## src/rtl/pm_loader_if.sv

```systemverilog
// Program-memory write port driven by pm_loader: address, data, write strobe
// and the load-complete flag seen by the machine core.
interface pm_loader_if #(
  parameter int ADDR_W = 8,
  parameter int OP_W   = 4
) ();
  logic [ADDR_W-1:0] pm_address;
  logic [OP_W-1:0]   pm_data;
  logic              pm_wren;
  logic              pm_input_done;

  modport master (
    output pm_address,
    output pm_data,
    output pm_wren,
    output pm_input_done
  );

  modport slave (
    input pm_address,
    input pm_data,
    input pm_wren,
    input pm_input_done
  );
endinterface

```

## src/rtl/pm_loader.sv

```systemverilog
// Program-memory loader for the BF machine: debounced switch/button capture into PM from 0.
// Optional bracket-balance checking is enabled by defining PM_LOADER_BRACKET_CHECK_EN.
//
// state   | meaning
// S_LOAD  | waiting for an Enter or Finish edge
// S_WRITE | one-cycle write of a captured opcode
// S_TERM  | one-cycle write of the END terminator
// S_DONE  | program loaded, inputs ignored until reset
// S_ERROR | bracket imbalance at terminate, inputs ignored until reset
module pm_loader #(
  parameter int ADDR_W = 8,
  parameter int OP_W   = 4
) (
  input  logic              clk,
  input  logic              rst_n,
  input  logic [OP_W-1:0]   op_switches_i,
  input  logic              enter_i,
  input  logic              finish_i,
  pm_loader_if.master       pm,
  output logic              full_o,
  output logic              error_o,
  output logic [ADDR_W-1:0] length_o
);

  typedef enum logic [2:0] {
    S_LOAD  = 3'd0,
    S_WRITE = 3'd1,
    S_TERM  = 3'd2,
    S_DONE  = 3'd3,
    S_ERROR = 3'd4
  } state_t;

  localparam logic [OP_W-1:0]   OP_END   = '0;
  localparam logic [OP_W-1:0]   OP_MAX   = OP_W'(8);
  localparam logic [ADDR_W-1:0] ADDR_TOP = {ADDR_W{1'b1}};
`ifdef PM_LOADER_BRACKET_CHECK_EN
  localparam logic [OP_W-1:0]   OP_OPEN  = OP_W'(7);
  localparam logic [OP_W-1:0]   OP_CLOSE = OP_W'(8);
`endif

  state_t            state_q, state_d;
  logic [2:0]        enter_s_q, finish_s_q;
  logic [OP_W-1:0]   op_s1_q, op_s2_q;
  logic [ADDR_W-1:0] addr_q, addr_d;
  logic [ADDR_W-1:0] len_q, len_d;
  logic [OP_W-1:0]   data_q, data_d;
  logic              wren_q, wren_d;
  logic              done_q, done_d;
  logic              err_q, err_d;
  logic              full_q, full_d;
`ifdef PM_LOADER_BRACKET_CHECK_EN
  logic [ADDR_W-1:0] depth_q, depth_d;
`endif

  logic enter_edge, finish_edge;

  assign enter_edge  = enter_s_q[1] & ~enter_s_q[2];
  assign finish_edge = finish_s_q[1] & ~finish_s_q[2];

  always_ff @(posedge clk or negedge rst_n) begin
    if (!rst_n) begin
      enter_s_q  <= '0;
      finish_s_q <= '0;
      op_s1_q    <= '0;
      op_s2_q    <= '0;
    end else begin
      enter_s_q  <= {enter_s_q[1:0], enter_i};
      finish_s_q <= {finish_s_q[1:0], finish_i};
      op_s1_q    <= op_switches_i;
      op_s2_q    <= op_s1_q;
    end
  end

  always_ff @(posedge clk or negedge rst_n) begin
    if (!rst_n) begin
      state_q <= S_LOAD;
      addr_q  <= '0;
      len_q   <= '0;
      data_q  <= '0;
      wren_q  <= 1'b0;
      done_q  <= 1'b0;
      err_q   <= 1'b0;
      full_q  <= 1'b0;
`ifdef PM_LOADER_BRACKET_CHECK_EN
      depth_q <= '0;
`endif
    end else begin
      state_q <= state_d;
      addr_q  <= addr_d;
      len_q   <= len_d;
      data_q  <= data_d;
      wren_q  <= wren_d;
      done_q  <= done_d;
      err_q   <= err_d;
      full_q  <= full_d;
`ifdef PM_LOADER_BRACKET_CHECK_EN
      depth_q <= depth_d;
`endif
    end
  end

  // Outputs are all registered; write strobe is raised on entry to WRITE/TERM.
  always_comb begin
    state_d = state_q;
    addr_d  = addr_q;
    len_d   = len_q;
    data_d  = data_q;
    wren_d  = 1'b0;
    done_d  = done_q;
    err_d   = err_q;
    full_d  = full_q;
`ifdef PM_LOADER_BRACKET_CHECK_EN
    depth_d = depth_q;
`endif
    case (state_q)
      S_LOAD: begin
        if (finish_edge) begin
          state_d = S_TERM;
          wren_d  = 1'b1;
          data_d  = OP_END;
        end else if (enter_edge && !full_q) begin
          if (op_s2_q == OP_END) begin
            state_d = S_TERM;
            wren_d  = 1'b1;
            data_d  = OP_END;
          end else if (op_s2_q > OP_MAX) begin
            err_d = 1'b1;
`ifdef PM_LOADER_BRACKET_CHECK_EN
          end else if (op_s2_q == OP_CLOSE && depth_q == '0) begin
            err_d = 1'b1;
`endif
          end else begin
            state_d = S_WRITE;
            wren_d  = 1'b1;
            data_d  = op_s2_q;
          end
        end
      end
      S_WRITE: begin
        state_d = S_LOAD;
        addr_d  = addr_q + ADDR_W'(1);
        len_d   = len_q + ADDR_W'(1);
        full_d  = (addr_q == ADDR_TOP - ADDR_W'(1));
`ifdef PM_LOADER_BRACKET_CHECK_EN
        if (data_q == OP_OPEN)
          depth_d = depth_q + ADDR_W'(1);
        else if (data_q == OP_CLOSE)
          depth_d = depth_q - ADDR_W'(1);
`endif
      end
      S_TERM: begin
`ifdef PM_LOADER_BRACKET_CHECK_EN
        if (depth_q != '0) begin
          state_d = S_ERROR;
          err_d   = 1'b1;
        end else begin
          state_d = S_DONE;
          done_d  = 1'b1;
        end
`else
        state_d = S_DONE;
        done_d  = 1'b1;
`endif
      end
      S_DONE:  state_d = S_DONE;
      S_ERROR: state_d = S_ERROR;
      default: state_d = S_LOAD;
    endcase
  end

  assign pm.pm_address    = addr_q;
  assign pm.pm_data       = data_q;
  assign pm.pm_wren       = wren_q;
  assign pm.pm_input_done = done_q;
  assign full_o           = full_q;
  assign error_o          = err_q;
  assign length_o         = len_q;

endmodule

```

## src/flat_wrapper.sv

```systemverilog
// flat-port wrapper written by rule: the top's interface ports become plain ports
module pm_loader_flat 
#(
  parameter int ADDR_W = 8,
  parameter int OP_W   = 4
)
  (clk, rst_n, op_switches_i, enter_i, finish_i, full_o, error_o, length_o, pm_pm_address, pm_pm_data, pm_pm_wren, pm_pm_input_done);
  pm_loader_if #(.ADDR_W(ADDR_W), .OP_W(OP_W)) pm_i ();
  input  logic clk;
  input  logic rst_n;
  input  logic [OP_W-1:0] op_switches_i;
  input  logic enter_i;
  input  logic finish_i;
  output logic full_o;
  output logic error_o;
  output logic [ADDR_W-1:0] length_o;
  output wire logic [$bits(pm_i.pm_address)-1:0] pm_pm_address;
  output wire logic [$bits(pm_i.pm_data)-1:0] pm_pm_data;
  output wire logic [$bits(pm_i.pm_wren)-1:0] pm_pm_wren;
  output wire logic [$bits(pm_i.pm_input_done)-1:0] pm_pm_input_done;
  assign pm_pm_address = pm_i.pm_address;
  assign pm_pm_data = pm_i.pm_data;
  assign pm_pm_wren = pm_i.pm_wren;
  assign pm_pm_input_done = pm_i.pm_input_done;
  pm_loader #(.ADDR_W(ADDR_W), .OP_W(OP_W)) u_core (.clk(clk), .rst_n(rst_n), .op_switches_i(op_switches_i), .enter_i(enter_i), .finish_i(finish_i), .pm(pm_i), .full_o(full_o), .error_o(error_o), .length_o(length_o));
endmodule
```

## config.mk

```make
export PLATFORM = sky130hd
export DESIGN_NAME = pm_loader_flat
export DESIGN_NICKNAME = d
export VERILOG_FILES = /design/src/rtl/pm_loader_if.sv /design/src/rtl/pm_loader.sv /design/src/flat_wrapper.sv
export SDC_FILE = /design/constraint.sdc
export NUM_CORES = 1
export LEC_CHECK = 0
export CORE_MARGIN = 8
export CORE_UTILIZATION = 35
export DETAILED_ROUTE_END_ITERATION = 10
export PLACE_DENSITY_LB_ADDON = 0.05
export RECOVER_POWER = 100
export SLEW_MARGIN = 5
export SYNTH_ARGS = -nofsm -noshare
export SYNTH_HDL_FRONTEND = slang
export SYNTH_SLANG_ARGS = --single-unit
```

## constraint.sdc

```tcl
create_clock -name clk -period 1.4 [get_ports clk]
set_input_delay 0.28 -clock clk [delete_from_list [all_inputs] [get_ports clk]]
set_output_delay 0.28 -clock clk [all_outputs]
set_load 0.01 [all_outputs]
```

Yosys cells after proc, flatten, opt, wreduce, memory -nomap -nowiden
Index checks and enable logic that the tools add are counted.
{"block": "totals", "output_inout_bits": 24, "inputBits": 8, "regBits": 41, "wordCells": 52}
{"block": "classes", "bitwise_logic": 6, "n_eq_ne": 8, "n_mux": 14, "n_addsub": 2, "order_cmp": 1, "n_reduce_logical": 9}
{"op": "adder 8 x 1 -> 8 bit, second input constant", "n": 2}
{"op": "two-way mux 4 bit", "n": 4}
{"op": "two-way mux 3 bit", "n": 4}
{"op": "one-hot mux 3 bit (3 select lines)", "n": 1}
{"op": "equality test 8 bit, second input constant", "n": 1}
{"op": "equality test 3 x 2 -> 1 bit, second input constant", "n": 2}
{"op": "inequality test 3 x 1 -> 1 bit, second input constant", "n": 2}
{"op": "two-way mux 1 bit", "n": 5}
{"op": "AND reduction 5 bit", "n": 1}
{"op": "greater-than comparator 4 bit, second input constant", "n": 1}
{"op": "logical NOT 4 bit", "n": 1}
{"op": "inequality test 4 x 2 -> 1 bit, second input constant", "n": 1}
{"op": "inverter 1 bit", "n": 4}
{"op": "equality test 3 x 1 -> 1 bit, second input constant", "n": 1}
{"op": "equality test 3 bit, second input constant", "n": 1}
{"op": "logical NOT 3 bit", "n": 1}
{"op": "AND reduction 3 bit", "n": 1}
{"op": "bitwise AND 1 bit", "n": 2}
{"op": "AND reduction 2 bit", "n": 1}
{"op": "nonzero test 2 bit", "n": 1}
{"op": "OR reduction 2 bit", "n": 1}
{"op": "logical AND 1 bit", "n": 1}
{"op": "logical NOT 1 bit", "n": 1}

Logic depth before layout (Yosys ltp)
{"block": "logic_depth", "word_depth": 6, "ltp_mapped": 5}

Least setup slack after synthesis
No wires, ideal clock.
{"block": "synth_path", "path_type": "register to register", "from": "register u_core.full_q, in the netlist u_core.full_o", "to": "register u_core.state_q[0]", "arrival_time_ns": 1.350, "required_ns": 1.318, "setup_ns": 0.082, "path_stages_with_launch": 4, "slack_ns": -0.032, "cell_sequence": "dfrtp_1 > or3b_2 > or4_1 > o22ai_1"}
{"block": "synth_between", "elab_chain_len": 4}
{"element": "from (decl)", "line_no": "pm_loader.sv:50", "text": "logic full_q, full_d;"}
{"element": "from (signal assigned)", "line_no": "pm_loader.sv:95", "text": "full_q <= full_d;"}
{"element": "logical NOT 1 bit", "line_no": "pm_loader.sv:121", "text": "end else if (enter_edge && !full_q) begin"}
{"element": "logical AND 1 bit", "line_no": "pm_loader.sv:121"}
{"element": "inequality test 3 x 1 -> 1 bit (no source line)"}
{"element": "AND reduction 2 bit (no source line)"}
{"element": "to (signal assigned)", "line_no": "pm_loader.sv:88", "text": "state_q <= state_d;"}
{"element": "to (decl)", "line_no": "pm_loader.sv:41", "text": "state_t state_q, state_d;"}
Every way passes these cells.
A chain may end at the register's enable or synchronous reset.

Worst setup path in the final report
Ends and elaborated chain as after synthesis.

==> summary.md <==
| Metric | Value |
|---|---|
| Critical R2R Launch | u_core.full_o |
| Power Dens Cells | 1820 mW/mm^2 |
| Layout Skew | 0.0121 ns |
| Global route total overflow | 0 |
| P&R area growth vs syn | 44.0% |
| CTS H-tree depth | 2 |
| Port bufs | 31 |
| Clock tree from TritonCTS | built |
| RSZ-0062 raised after global routing | yes |
| Count leader, synth | dfrtp_1 |
| Syn Inst Count | 126 |
| Rel. slew slack | 71.6% |
| I/O pin total | 32 |
| Design Area, Final | 0.00233 sq mm |
| Worst-margin pin slew | 0.426 ns |
| Setup TNS Final | -0.122 ns |
| Clock Root Buffer | clkbuf_8 |
| Clk_lat worst skew | 0.30 ns |
| Synth area leaders | dfrtp_1 (63%), xnor2_1 (4.3%), xor2_1 (3.8%) |
| Final WL | 3.48 mm |
| Die width | 84.1 um |
| Clk sinks | 41 |
| Sequential area share after synthesis | 63.3% |
| Hold crit path type | reg2reg |
| Ys async rst share | 100% |
| Core area | 0.00441 sq mm |
| Worst endpoint required time | 1.63 ns |
| R2R depth | 4 |
| Final min period | 1.49 ns |
| DR vias | 1159 |
| Post-synth top area share | 63.3% |
| Startpoint types | flip-flop |
| Post-synth cell types | 34 |
| Nets | 199 |
| Max-Cap Viols | 0 |
| Flop2flop setup slack | -0.09 ns |
| Placed Area | 0.00208 sq mm |
| Post-route antenna net violation count | 0 |
| Worst-path clk slew | 0.09 ns |
| Reg2reg end | u_core.state_q[0] |
| Endpoints failing hold | 0 |
| Routed len/inst | 14.5 um |
| Leak | 1.15 nW |
| Syn Nets | 137 |
| FILL cells | 392 |
| Inserted Diodes | 0 |
| DRT iter0 DRCs | 32 |
| First-pass GRT wire length | 5.83 mm |
| Most frequent cells after synthesis | dfrtp_1 (41), nand2_1 (13), xnor2_1 (8) |
| VDD IR-drop max | 0.738 mV |
| Antenna violations before repair | 0 |
| Fmax | 670 MHz |
| Failing checks | negative setup slack |
| Via density | 4.81 |
| Top_reg_cell synth | dfrtp_1 |
| Kind of critical path | reg2reg |
| FF+latch count, synth | 41 |
| Finished Layout Cells | 241 |
| Area leader, netlist | dfrtp_1 |
| Vias in the first global route | 1191 |
| Mapped Area | 0.00162 sq mm |
| Worst hold path cell count | 0 |
| Die H | 84.1 um |
| Synth Warn # | 0 |
| Finished Core Util | 52.9% |
| # rows | 24 |
| Largest net degree at the start of global routing | 26 |
| Final Cycle Share | 107% |
| HPWL Detailed | 2.44 mm |
| TritonRoute pass-1 iters | 4 |
| Total GRT Usage | 10.2% |
| Critical Path AT | 1.72 ns |
| Critical path origin | u_core.full_o |
| HP Start | u_core.op_s1_q[0] |
| Number of CTS-inserted buffers | 5 |
| Placed insts | 220 |
| WHS Endpoint | u_core.op_s2_q[0] |
| Register Area | 0.00103 sq mm |
| Status | complete, but fails checks |
| Critical Path Sink Type | flip-flop |
| Setup slack at placement | -0.00702 ns |
| Initial core utilization | 36.7% |
| Setup ws final | -0.0917 ns |
| Layout cells sized above 1 | 28.0% |
| GP Congestion | 0.752 |
| DRC | 0 |
| Die area | 0.00707 sq mm |
| Crit path max fanout | 3 |
| Bufs on Longest Clock Path | 2 |
| Final setup violation count | 3 |
| Number of synthesized flops with an enable pin | 0 |
| Final Max Tran Viols | 0 |
| Area of the multi-input gates | 626 sq um |
| Syn avg cell area | 12.9 sq um |
power by group:
group | total [mW] | leakage, nW | internal [mW] | switching, mW
registers | 1.65 | 0.505 | 1.45 | 0.196
logic | 1.65 | 0.586 | 0.815 | 0.836
clock network | 0.960 | 0.0543 | 0.533 | 0.426
cell families after synthesis:
group	count (synthesis)	share of synthesized area, %
buf+inv	8	2.85
xor+xnor	15	8.10
compound gates	14	6.48
simple gates	45	17.0
flops	41	63.3
fa+ha+maj	3	2.32
critical path, cell delays in order (launching register included):
cell	delay, ns
dfrtp_1	0.40
buf_6	0.13
or3b_4	0.38
or4_4	0.42
o22ai_2	0.10
how the worst max path moves through the flow:
stage | to | slack (ns) | cells after the start
finish | u_core.state_q[0] | -0.09 | 4
global route | u_core.state_q[0] | -0.15 | 4
CTS | u_core.state_q[0] | -0.08 | 4
detailed placement | u_core.state_q[0] | -0.007 | 3
global placement | u_core.state_q[0] | 0.02 | 3
floorplan | u_core.pm.pm_address[6] | -0.008 | 5
layer usage:
| metal | wire (um) | up-vias | share of wire, % | global-route usage (%) |
|---|---|---|---|---|
| met1 | 1540 | 556 | 44 | 12.3 |
| met2 | 1670 | 31 | 48 | 15.3 |
| met3 | 208 | 7 | 6.0 | 4.49 |
| met4 | 57 | 0 | 1.6 | 4.55 |
| li1 | - | 565 | - | - |
| met5 | 0 | - | 0 | 0 |
layout by cell type (no fill, tap or decap), types with 3 or more instances in the layout:
cell type / netlist / final
nor3_4: 1 / 3
xnor2_1: 8 / 8
nand2_1: 13 / 12
dlygate4sd3_1: 0 / 7
buf_6: 2 / 5
xor2_1: 7 / 7
clkbuf_2: 0 / 5
inv_1: 5 / 5
nand4_1: 6 / 6
nor3_2: 2 / 3
buf_4: 0 / 16
dfrtp_1: 41 / 41
a32o_1: 3 / 3
dlygate4sd2_1: 0 / 23
nand3_1: 4 / 3
clkbuf_8: 0 / 5
ha_1: 3 / 3
metrics by stage:
stage	total power, mW	hold WS, ns
after global placement	3.25	0.236
after CTS	4.16	0.353
after floorplan	2.45	-0.0156
after detailed placement	3.28	0.241
final	4.26	0.351
after global routing	4.55	0.361
registers in the layout, indices dropped and copies added (netlist names):
| name | flops |
|---|---|
| u_core.pm.pm_wren | 1 |
| u_core.pm.pm_data | 4 |
| u_core.state_q | 3 |
| u_core.error_o | 1 |
| u_core.pm.pm_address | 8 |
| u_core.finish_s_q | 3 |
| u_core.op_s1_q | 4 |
| u_core.op_s2_q | 4 |
| u_core.enter_s_q | 3 |
| u_core.full_o | 1 |
| u_core.pm.pm_input_done | 1 |
| u_core.length_o | 8 |
repair_timing:
item,4_1_cts,5_1_grt
hold buffers,1,0
buffers inserted,7,5
resized for setup,25,24
endpoints found under the hold margin,16,0
setup endpoints to repair,25,14
pin swaps,0,13
final cells by class:
class	instances	area share, %
tap	52	2.79
timing repair buffer	58	20.7
clock buffer	5	2.95
multi-input combinational	77	26.8
sequential	41	43.9
inverter	5	0.804
clock inverter	3	1.98
Note: power is estimated with default switching activity, not from simulation.
